--- src/rtl/tmds_serializer_if.sv ---
// Symbol input handshake for the TMDS serializer.
// The master drives symbols and valid. The slave returns ready.
interface tmds_serializer_if #(
  parameter int CHANNELS = 3
);
  logic [CHANNELS*10-1:0] in_symbols;
  logic                   in_valid;
  logic                   in_ready;

  modport master (
    output in_symbols,
    output in_valid,
    input  in_ready
  );

  modport slave (
    input  in_symbols,
    input  in_valid,
    output in_ready
  );
endinterface

--- src/rtl/tmds_serializer.sv ---
// TMDS serializer: symbol FIFO feeding per-channel shift registers.
// Includes the clock-channel pattern and idle-symbol underflow fill.
module tmds_serializer #(
  parameter int          CHANNELS     = 3,
  parameter int          BITS_PER_CLK = 1,
  parameter int          FIFO_DEPTH   = 4,
  parameter bit          MSB_FIRST    = 1'b0,
  parameter logic [9:0]  IDLE_SYMBOL  = 10'b1101010100
) (
  input  logic                             clk,
  input  logic                             reset,
  tmds_serializer_if.slave                 in_if,
  input  logic                             clear_underflow,
  output logic [CHANNELS*BITS_PER_CLK-1:0] out_data,
  output logic [BITS_PER_CLK-1:0]          out_clk,
  output logic                             symbol_start,
  output logic [$clog2(FIFO_DEPTH+1)-1:0]  fifo_level,
  output logic                             underflow
);
  localparam int B     = BITS_PER_CLK;
  localparam int SLOTS = 10 / B;
  localparam int PW    = (SLOTS > 1) ? $clog2(SLOTS) : 1;
  localparam int AW    = $clog2(FIFO_DEPTH);
  localparam int LW    = $clog2(FIFO_DEPTH+1);
  localparam logic [PW-1:0] LAST    = PW'(SLOTS-1);
  localparam logic [9:0]    CLK_PAT = 10'b0000011111;

  if (!(B == 1 || B == 2 || B == 5 || B == 10)) begin : g_bad_bpc
    $error("BITS_PER_CLK must be 1, 2, 5 or 10");
  end
  if (FIFO_DEPTH < 2 || (FIFO_DEPTH & (FIFO_DEPTH-1)) != 0) begin : g_bad_depth
    $error("FIFO_DEPTH must be a power of two >= 2");
  end

  logic [PW-1:0]           phase_q, phase_d;
  logic [AW-1:0]           wptr_q, wptr_d;
  logic [AW-1:0]           rptr_q, rptr_d;
  logic [LW-1:0]           level_q, level_d;
  logic                    armed_q, armed_d;
  logic                    uflow_q, uflow_d;
  logic                    start_q, start_d;
  logic [9:0]              data_q [CHANNELS];
  logic [9:0]              data_d [CHANNELS];
  logic [9:0]              clk_q, clk_d;
  logic [CHANNELS*10-1:0]  mem_q [FIFO_DEPTH];
  logic [CHANNELS*10-1:0]  head;
  logic                    load, empty, push, pop, rdy;

  assign rdy            = level_q < LW'(FIFO_DEPTH);
  assign in_if.in_ready = rdy;
  assign head           = mem_q[rptr_q];

  always_comb begin
    load    = (phase_q == LAST);
    empty   = (level_q == '0);
    push    = in_if.in_valid && rdy;
    pop     = load && !empty;
    phase_d = load ? '0 : phase_q + PW'(1);
    wptr_d  = push ? wptr_q + AW'(1) : wptr_q;
    rptr_d  = pop ? rptr_q + AW'(1) : rptr_q;
    level_d = level_q;
    case ({push, pop})
      2'b10:   level_d = level_q + LW'(1);
      2'b01:   level_d = level_q - LW'(1);
      default: level_d = level_q;
    endcase
    data_d  = data_q;
    clk_d   = MSB_FIRST ? (clk_q << B) : (clk_q >> B);
    for (int c = 0; c < CHANNELS; c++) begin
      if (load)
        data_d[c] = empty ? IDLE_SYMBOL : head[c*10 +: 10];
      else
        data_d[c] = MSB_FIRST ? (data_q[c] << B) : (data_q[c] >> B);
    end
    if (load) clk_d = CLK_PAT;
    armed_d = armed_q | push;
    // Setting takes priority over a coincident clear.
    if (load && armed_q && empty) uflow_d = 1'b1;
    else if (clear_underflow)     uflow_d = 1'b0;
    else                          uflow_d = uflow_q;
    start_d = (phase_d == '0);
  end

  always_ff @(posedge clk) begin
    if (reset) begin
      phase_q <= '0;
      wptr_q  <= '0;
      rptr_q  <= '0;
      level_q <= '0;
      armed_q <= 1'b0;
      uflow_q <= 1'b0;
      start_q <= 1'b1;
      clk_q   <= CLK_PAT;
      for (int c = 0; c < CHANNELS; c++) data_q[c] <= IDLE_SYMBOL;
    end else begin
      phase_q <= phase_d;
      wptr_q  <= wptr_d;
      rptr_q  <= rptr_d;
      level_q <= level_d;
      armed_q <= armed_d;
      uflow_q <= uflow_d;
      start_q <= start_d;
      clk_q   <= clk_d;
      data_q  <= data_d;
    end
  end

  always_ff @(posedge clk) begin
    if (push) mem_q[wptr_q] <= in_if.in_symbols;
  end

  for (genvar c = 0; c < CHANNELS; c++) begin : g_out
    if (MSB_FIRST) begin : g_msb
      assign out_data[c*B +: B] = data_q[c][9 -: B];
    end else begin : g_lsb
      assign out_data[c*B +: B] = data_q[c][B-1:0];
    end
  end

  if (MSB_FIRST) begin : g_clk_msb
    assign out_clk = clk_q[9 -: B];
  end else begin : g_clk_lsb
    assign out_clk = clk_q[B-1:0];
  end

  assign symbol_start = start_q;
  assign fifo_level   = level_q;
  assign underflow    = uflow_q;
endmodule
--- src/flat_wrapper.sv ---
// flat-port wrapper written by rule: the top's interface ports become plain ports
module tmds_serializer_flat 
#(
  parameter int          CHANNELS     = 3,
  parameter int          BITS_PER_CLK = 1,
  parameter int          FIFO_DEPTH   = 4,
  parameter bit          MSB_FIRST    = 1'b0,
  parameter logic [9:0]  IDLE_SYMBOL  = 10'b1101010100
)
  (clk, reset, clear_underflow, out_data, out_clk, symbol_start, fifo_level, underflow, in_if_in_symbols, in_if_in_valid, in_if_in_ready);
  tmds_serializer_if #(.CHANNELS(CHANNELS)) in_if_i ();
  input  logic clk;
  input  logic reset;
  input  logic clear_underflow;
  output logic [CHANNELS*BITS_PER_CLK-1:0] out_data;
  output logic [BITS_PER_CLK-1:0] out_clk;
  output logic symbol_start;
  output logic [$clog2(FIFO_DEPTH+1)-1:0] fifo_level;
  output logic underflow;
  input wire logic [$bits(in_if_i.in_symbols)-1:0] in_if_in_symbols;
  input wire logic [$bits(in_if_i.in_valid)-1:0] in_if_in_valid;
  output wire logic [$bits(in_if_i.in_ready)-1:0] in_if_in_ready;
  assign in_if_i.in_symbols = in_if_in_symbols;
  assign in_if_i.in_valid = in_if_in_valid;
  assign in_if_in_ready = in_if_i.in_ready;
  tmds_serializer #(.CHANNELS(CHANNELS), .BITS_PER_CLK(BITS_PER_CLK), .FIFO_DEPTH(FIFO_DEPTH), .MSB_FIRST(MSB_FIRST), .IDLE_SYMBOL(IDLE_SYMBOL)) u_core (.clk(clk), .reset(reset), .in_if(in_if_i), .clear_underflow(clear_underflow), .out_data(out_data), .out_clk(out_clk), .symbol_start(symbol_start), .fifo_level(fifo_level), .underflow(underflow));
endmodule
--- config.mk ---
export PLATFORM = sky130hd
export DESIGN_NAME = tmds_serializer_flat
export DESIGN_NICKNAME = d
export VERILOG_FILES = /design/src/rtl/tmds_serializer_if.sv /design/src/rtl/tmds_serializer.sv /design/src/flat_wrapper.sv
export SDC_FILE = /design/constraint.sdc
export NUM_CORES = 1
export LEC_CHECK = 0
export CAP_MARGIN = 20
export CELL_PAD_IN_SITES_DETAIL_PLACEMENT = 1
export CELL_PAD_IN_SITES_GLOBAL_PLACEMENT = 2
export CORE_ASPECT_RATIO = 1.5
export CORE_MARGIN = 3
export CORE_UTILIZATION = 40
export CTS_BUF_LIST = sky130_fd_sc_hd__clkbuf_16
export DETAILED_ROUTE_END_ITERATION = 12
export PLACE_DENSITY = 0.75
export SETUP_SLACK_MARGIN = 0.4
export SLEW_MARGIN = 20
export SYNTH_ARGS = -nofsm -noshare
export SYNTH_HDL_FRONTEND = slang
export SYNTH_SLANG_ARGS = --single-unit
--- constraint.sdc ---
create_clock -name clk -period 2.1 [get_ports clk]
set_input_delay 0.42 -clock clk [delete_from_list [all_inputs] [get_ports clk]]
set_output_delay 0.42 -clock clk [all_outputs]
set_load 0.05 [all_outputs]
Word-level counts from Yosys, hierarchy flattened

Memory sizes are Yosys's and may differ from the RTL's. A register that Yosys moved wholly into a read port is not among the register bits.
Index checks and enable logic that the tools add are counted.

Output and inout bits: 10
RAM bits: 120
Word-level logic and storage cells: 47
Input bits: 34
Bits in registers: 54
Memories kept: 1

$lt $le $gt $ge: 1
$add $sub $neg: 5
Reductions and logical operators: 10
Equal/unequal tests: 3
Multiplexer cells: 14
Bitwise gates (word level): 1

Memories:

| name         | words | width | rd ports | clocked after Yosys merged registers in | write ports | line                  | RTL |
|---|---|---|---|---|---|---|---|
| u_core.mem_q | 4     | 30    | 1        | 1                                       | 1           | tmds_serializer.sv:45 | `logic [CHANNELS*10-1:0] mem_q [FIFO_DEPTH];` |

Operators with widths:

| kind                                                               | count |
|---|---|
| 10-bit 2-to-1 mux                                                  | 6 |
| 3-bit case mux with 2 select lines                                 | 1 |
| 2-bit by 1-bit adder with 2-bit output, second input constant      | 2 |
| 4-bit by 1-bit adder with 4-bit output, second input constant      | 1 |
| 4-bit == test, second input constant                               | 1 |
| 1-bit logical AND                                                  | 4 |
| 4-bit zero test                                                    | 1 |
| 1-bit 2-to-1 mux                                                   | 4 |
| 2-bit 2-to-1 mux                                                   | 2 |
| 4-bit 2-to-1 mux                                                   | 1 |
| 2-bit nonzero test                                                 | 2 |
| 3-bit by 1-bit adder with 3-bit output, second input constant      | 1 |
| 3-bit zero test                                                    | 1 |
| 3-bit less-than comparator, second input constant                  | 1 |
| 3-bit by 1-bit subtractor with 3-bit output, second input constant | 1 |
| 2-bit by 1-bit == test with 1-bit output, second input constant    | 1 |
| 2-bit == test, second input constant                               | 1 |
| 2-bit OR reduction                                                 | 1 |
| 1-bit zero test                                                    | 1 |
| 1-bit OR                                                           | 1 |

Logic depth before layout (Yosys ltp)

Gate-level depths: netlist of run 1.

Word-level depth: 5
Depth in mapped cells: 11
Mapped depth without buffers: 8

Least setup slack after synthesis of run 1

Ideal clock, no wire load.

Path kind: register to register
Start point: register u_core.level_q[0], in the netlist u_core.fifo_level[0]
End point: register u_core.level_q[2], in the netlist u_core.fifo_level[2]
Path buffers: 1
Data arrival time: 2.251 ns
Required time: 2.029 ns
Setup time: 0.071 ns
Cell stages (with the launch flop): 10
Clock period less this slack: 2.321 ns
Path slack: -0.221 ns
Path through: dfxtp_1 > nor3_1 > buf_2 > nor2_1 > ha_1 > inv_1 > fa_1 > xor2_1 > or3_1 > a21oi_1

Cells in the longest elaborated chain, start to end: 5
Elaborated cells on any way between the ends: 11
Those cells by class: 2 x add/sub; 1 x order compare; 2 x eq/ne; 1 x mux; 5 x reduce/logical

RTL lines:

| what                                                                             | line                  | RTL |
|---|---|---|
| start: declaration                                                               | tmds_serializer.sv:38 | `logic [LW-1:0] level_q, level_d;` |
| start signal: assignment                                                         | tmds_serializer.sv:99 | `level_q <= level_d;` |
| 3-bit zero test *                                                                | tmds_serializer.sv:55 | `empty = (level_q == '0);` |
| 1-bit zero test *                                                                | tmds_serializer.sv:57 | `pop = load && !empty;` |
| 1-bit logical AND *                                                              | tmds_serializer.sv:57 |  |
| via u_core.pop                                                                   | tmds_serializer.sv:47 | `logic load, empty, push, pop, rdy;` |
| 2-bit by 1-bit == test with 1-bit output / 2-bit == test (equally long branches) | tmds_serializer.sv:62 | `case ({push, pop})` |
| 3-bit case mux with 2 select lines / 2-bit nonzero test (equally long branches)  | --                    |  |

Mark *: on every way through the listed nets, which the timed path passes. The rest lies on a longest branch.
A chain may end at the register's enable or synchronous reset.

Worst setup path after layout of run 1

Start point: register u_core.phase_q[2]
End point: register u_core.level_q[2], in the netlist u_core.fifo_level[2]

Cells in the longest elaborated chain, start to end: 4
Elaborated cells on any way between the ends: 6
Those cells by class: 3 x eq/ne; 1 x mux; 2 x reduce/logical

RTL lines:

| what                                                                             | line                  | RTL |
|---|---|---|
| start: declaration                                                               | tmds_serializer.sv:35 | `logic [PW-1:0] phase_q, phase_d;` |
| start signal: assignment                                                         | tmds_serializer.sv:96 | `phase_q <= phase_d;` |
| 4-bit == test *                                                                  | tmds_serializer.sv:54 | `load = (phase_q == LAST);` |
| 1-bit logical AND *                                                              | tmds_serializer.sv:57 |  |
| via u_core.pop                                                                   | tmds_serializer.sv:47 |  |
| 2-bit by 1-bit == test with 1-bit output / 2-bit == test (equally long branches) | tmds_serializer.sv:62 |  |
| 3-bit case mux with 2 select lines / 2-bit nonzero test (equally long branches)  | --                    |  |

Marked as above.

==> results of run 1 <==
[path summary, 6_finish.rpt]
kind,end,from,cells past startpoint
worst min-delay path,u_core.clk_q[1],u_core.clk_q[2],1
worst max register to register,u_core.fifo_level[2],u_core.phase_q[2],8
worst max-delay path,u_core.fifo_level[2],u_core.phase_q[2],8
worst min register to register,u_core.clk_q[1],u_core.clk_q[2],1
[logic make-up (layout without fill, tap and decap cells)]
family                     after synthesis  count (layout)
buffers and inverters                   34             112
and+or+nand+nor                         40              40
DFF                                    171             171
AOI/OAI and AO/OA                       44              44
xor gates and xnor gates                 4               4
adders and majority gates                6               6
muxes                                   31              31
[where the power goes]
group,total [mW],leakage (nW),switching [mW],internal [mW]
registers,3.84,1.53,0.0514,3.78
clock network,2.98,0.268,1.33,1.65
logic,0.470,0.728,0.243,0.226
total,7.29,2.52,1.62,5.66
[final cells by class]
class                   instances  share of cell area, %
flip-flops and latches        171                   60.4
multi-input cells             125                   18.8
repair buffers                 69                   9.60
clock buffers                  17                   5.54
well taps                     199                   3.24
clock inverters                15                   1.86
inverters                      11                  0.538
[synthesized netlist by cell type]
master,n
o21a_1,1
o31ai_1,1
nand2_1,4
nor2_1,12
or2b_1,1
nand4bb_4,1
xnor2_1,1
buf_4,3
inv_1,11
nor2b_1,1
mux4_2,30
edfxtp_1,120
nor3_4,1
and2_1,4
a21oi_1,6
fa_1,1
ha_1,5
nand3_1,1
o21ai_0,6
buf_2,7
and4bb_2,1
clkbuf_1,11
dfxtp_1,51
nor3_1,1
o32a_1,12
and2b_1,1
buf_6,2
or4_1,1
xor2_1,3
a32o_1,15
nand3b_1,2
nand2b_1,2
mux2i_1,1
a32oi_1,1
or3_4,1
or3_1,6
a21boi_0,2
[state kept, by name, indices dropped and copies added, names as in the netlist, named ones only]
signal               count
u_core.armed_q           1
u_core.clk_q             5
u_core.data_q           27
u_core.fifo_level        3
u_core.mem_q           120
u_core.out_data          3
u_core.phase_q           4
u_core.rptr_q            2
u_core.symbol_start      1
u_core.underflow         1
u_core.wptr_q            2
[metal layers]
metal	vias to the layer above	GRT usage, %	routed length (um)
met5	-	0	0
met4	0	6.14	172
met3	11	3.33	310
met2	41	29.0	6980
met1	1632	18.5	5110
li1	1439	-	-
[cell usage in the layout, fill, tap and decap left out, types with 2 or more instances in the layout]
cell type	n
edfxtp_1	120
dfxtp_1	44
clkdlybuf4s50_1	33
mux4_2	30
clkbuf_16	17
buf_4	17
a32o_1	15
o32a_1	12
inv_1	11
nor2_1	11
buf_12	9
a21oi_1	6
o21ai_0	6
or3_1	6
clkinvlp_4	5
dfxtp_2	5
and2_2	4
nand2_1	4
ha_1	4
clkdlybuf4s15_2	4
clkdlybuf4s15_1	4
xor2_1	3
inv_6	3
nand2b_1	2
nand3b_1	2
a21boi_0	2
dfxtp_4	2
inv_8	2
clkinv_4	2
[repair_timing]
item,4_1_cts,5_1_grt
gates resized for setup,22,6
buffers inserted,1,0
endpoints found under the setup margin,13,6
pin swaps,4,0
hold buffers,0,0
==> impl_metrics.yaml, run 1 <==
clock_tree:
  clk_pin_slew_ns: 0.07
  cts_buffer_depth: 2
  htree_levels: 4
  clk_latency_ns: 0.42
  tritoncts: "done"
  cts_buffers: 17
  cts-root-buf: "clkbuf_16"
  cts.sinks: 171
yosys:
  synthAdderAreaFrac_pct: 1.33
  synth_area_um2: 6220
  netlist_instances: 330
  synth-seq-cells: 171
  synth_compound_area_share_pct: 5.94
  yosys.area_share.xor_xnor_pct: 0.564
  ys_warn_count: 0
  yosysTopAreaCell: "edfxtp_1"
  synth-seq-area-share_pct: 74.4
  synth.area.top_cells: "edfxtp_1 58%, dfxtp_1 16%, mux4_2 11%"
  ys_types: 37
  syn_area_per_cell_um2: 18.8
  synthSimpleGateAreaFrac_pct: 4.13
  synth_top_family_by_area: "multiplexers"
  synthMuxAreaShare_pct: 11.0
  yosysTopAreaCellShare_pct: 58.0
  syn_nets: 370
floorplan:
  dieArea_um2: 17100
  floorplan.die.width_um: 108
  rows: 55
  ioPinCount: 44
  start_util_pct: 41.1
  coreArea_um2: 15100
  die_h_um: 159
routing:
  wl_mm: 12.6
  wire_per_inst_um: 20.7
  drtIter0Drc: 137
  firstDrtPassIters: 4
  vias: 3123
  ant_nets: 0
  viasPerCell: 5.14
  drc: 0
sta:
  rsz0062_at_grt: "true"
  clock_skew_ns: 0.00775
  slew-limit-headroom_pct: 64.5
  hold_violations: 0
  fin_ws_ns: 0.202
  tns_ns: 0
  timing.fmax_ghz: 0.527
  fin_crit_sh_pct: 90.4
  tightest_slew_ns: 0.533
  holdWs_ns: 0.411
  min_period_ns: 1.90
  finalSetupViolCount: 0
  drv_slew: 0
power:
  leakagePower_nw: 2.52
  p_total_mw: 7.29
  power_density_nw_per_um2: 949
  vdd_drop_max_mv: 0.588
worst_hold_path:
  hp-class: "register to register"
critical_path:
  crit_fanout: 2
  cp_cell_sequence: "nand4bb_4, nor2_2, ha_2, inv_2, fa_2, xor2_1, or3_1, a21oi_1"
  end_kind: "register"
  cp.required_ns: 2.45
  cpMaxStageDelayCell: "dfxtp_2"
  rrSetupSlack_ns: 0.20
  path_delay_family: "simple AND/OR/NAND/NOR gates"
  start_kind: "register"
  worstSetupPathType: "register to register"
  crit_buf_inv: 1
  critPathMaxStageDelay_ns: 0.32
  worstPathArrival_ns: 2.25
cells_and_area:
  drive_above_1_share_pct: 27.2
  fin_cells: 607
  multi_input_area_um2: 1440
  regArea_um2: 4640
  fin_util_pct: 50.7
  fillers: 1426
  syn2layout_area_growth_pct: 23.5
  design_area_um2: 7670
  nets: 435
  antenna_cells: 0
global_route:
  antenna_found_initial: 0
  grt_pass1_vias: 3548
  grt_pass1_wl_mm: 20.1
  grt.total_usage_pct: 16.0
  grt_overflow: 0
  grt_max_degree: 22
placement:
  pre_cts_ws_ns: -0.144
  io_buffers: 43
  gp_routability_congestion: 0.678
  dp_hpwl_mm: 7.80
  placed_cells: 574
  place_area_um2: 7090
run:
  drv_cap: 0
outcome:
  outcome: "finished clean"
No activity file was read; power rests on OpenSTA's default activity.
==> inputs of run 2 (changes only) <==
- clock period: 2.1 -> 1.66 ns (I/O delays scaled with it)
==> run 2 against run 1 <==
Net effect: the flow now finishes with violations (setup timing); sequential cell count stayed put; non-clock buffer count grew 55; cell area increased by 16%; critical path depth unchanged; worst setup slack worse by 0.40 ns; combinational power increased by 100%; critical path type unchanged; critical endpoint unchanged; largest power group unchanged; highest routed layer unchanged.
==> impl_metrics.yaml, run 2 (synthesis results as in run 1) <==
power:
  leakagePower_nw: 3.08
  intPower_mw: 7.40
  swShare_pct: 23.2
  comb_power_share_pct: 9.8
  power_frac_seq_pct: 50.5
  vdd_drop_max_mv: 0.778
  power_density_nw_per_um2: 1090
  clkPwrFrac_pct: 39.7
  p_total_mw: 9.64
  p_switching_mw: 2.24
clock_tree:
  cts.sinks: 171
  cts_hold_buffers: 0
  cts_buffer_depth: 2
  cts-root-buf: "clkbuf_16"
  htree_levels: 4
  tritoncts: "done"
  clk_pin_slew_ns: 0.07
  cts_buffers: 17
  clk_latency_ns: 0.43
routing:
  viasPerCell: 5.48
  drc: 0
  ant_nets: 0
  wire_per_inst_um: 25.7
  firstDrtPassIters: 4
  wl_mm: 17.1
  vias: 3648
  drtIter0Drc: 182
critical_path:
  crit_buf_inv: 1
  path_delay_family: "simple AND/OR/NAND/NOR gates"
  end_kind: "register"
  critPathMaxStageDelay_ns: 0.33
  start_kind: "register"
  worstPathArrival_ns: 2.21
  cpMaxStageDelayCell: "fa_2"
  worstSetupPathType: "register to register"
  cp.required_ns: 2.02
  crit_fanout: 2
  cp_cell_sequence: "nand4bb_4, nor2_4, ha_4, inv_2, fa_2, xor2_1, or3_1, a21oi_1"
sta:
  tns_ns: -2.55
  tightest_slew_ns: 0.341
  min_period_ns: 1.85
  clock_skew_ns: 0.00838
  fin_ws_ns: -0.194
  slew-limit-headroom_pct: 77.1
  timing.fmax_ghz: 0.539
  hold_violations: 0
  rsz0062_at_grt: "true"
  fin_crit_sh_pct: 112
  drv_slew: 0
  finalSetupViolCount: 28
outcome:
  violations: "setup timing"
  outcome: "finished, violations left"
worst_hold_path:
  hp-class: "register to register"
floorplan:
  floorplan.die.width_um: 108
  dieArea_um2: 17100
  die_h_um: 159
  rows: 55
  ioPinCount: 44
  start_util_pct: 41.1
  coreArea_um2: 15100
placement:
  gp_routability_congestion: 0.730
  io_buffers: 43
  dp_hpwl_mm: 8.88
global_route:
  grt_pass1_vias: 4046
  grt_overflow: 0
  grt_pass1_wl_mm: 25.7
  antenna_found_initial: 0
  grt.total_usage_pct: 21.4
  grt_max_degree: 20
cells_and_area:
  top_regs: "u_core.mem_q (120), u_core.data_q (27), u_core.clk_q (5)"
  final_common_cell: "edfxtp_1"
  largest_reg_flops: 120
  nets: 494
  regMostFlops: "u_core.mem_q"
  antenna_cells: 0
  drive_above_1_share_pct: 42.0
  final_cell_mix: "120 x edfxtp_1, 38 x dfxtp_1, 32 x clkdlybuf4s50_1"
  syn2layout_area_growth_pct: 42.6
run:
  drv_cap: 0
run 2: changes by cell type in the layout (fill, tap and decap cells not counted), sizes merged:
cell | previous run | this run
inv | 17 | 18
buf | 26 | 90
or3 | 7 | 8
clkbuf | 18 | 17
clkinv | 3 | 4
clkdlybuf4s15 | 8 | 0
clkinvlp | 5 | 3
and4bb | 1 | 4
clkdlybuf4s50 | 33 | 32
bufbuf | 0 | 1
run 2: per-stage QoR:
stage / setup WS (ns) / instances / area, um2 / utilization, % / hold slack, ns
final: -0.194 / 666 / 8870 / 58.6 / 0.406
after global routing: -0.276 / 666 / 8870 / 58.6 / 0.447
after CTS: -0.218 / 659 / 8730 / 57.7 / 0.408
after detailed placement: -0.478 / 582 / 7240 / 47.8 / 0.401
after global placement: -0.429 / 582 / 7240 / 47.8 / 0.397
after floorplan: -0.416 / 330 / 6330 / - / 0.390
run 2: path summary, 6_finish.rpt:
check	start	slack, ns	cells after the start	end
max	u_core.phase_q[1]	-0.19	8	u_core.fifo_level[2]
min reg2reg	u_core.clk_q[1]	0.41	1	u_core.clk_q[0]
min	u_core.clk_q[1]	0.41	1	u_core.clk_q[0]
max reg2reg	u_core.phase_q[1]	-0.19	8	u_core.fifo_level[2]
run 2: repair_timing:
action                                  CTS  global route
endpoints found under the setup margin  173           171
buffers inserted                         29             7
gates cloned                             16             0
resized for setup                        72            17
pin swaps                                17            15
run 2: final cells by class:
cell class                 count  area [um2]
clock buffer                  17         425
sequential                   171        4650
inverter                      11        43.8
timing repair buffer         124        1770
fill                        1349        6270
multi-input combinational    129        1590
tap                          199         249
clock inverter                15         139
run 2: layer usage:
metal / global-route usage [%] / wire length (um)
met5: 0 / 0
met4: 9.33 / 530
met3: 4.38 / 611
met1: 23.5 / 6260
met2: 39.5 / 9690
run 2: power by group through the flow:
stage | logic (mW) | registers, mW | clock network [mW]
after detailed placement | 0.668 | 4.94 | 0
final | 0.944 | 4.87 | 3.83
after CTS | 0.911 | 4.86 | 3.84
after global placement | 0.642 | 4.93 | 0
after global routing | 0.996 | 4.89 | 4.07
after floorplan | 0.295 | 4.95 | 0
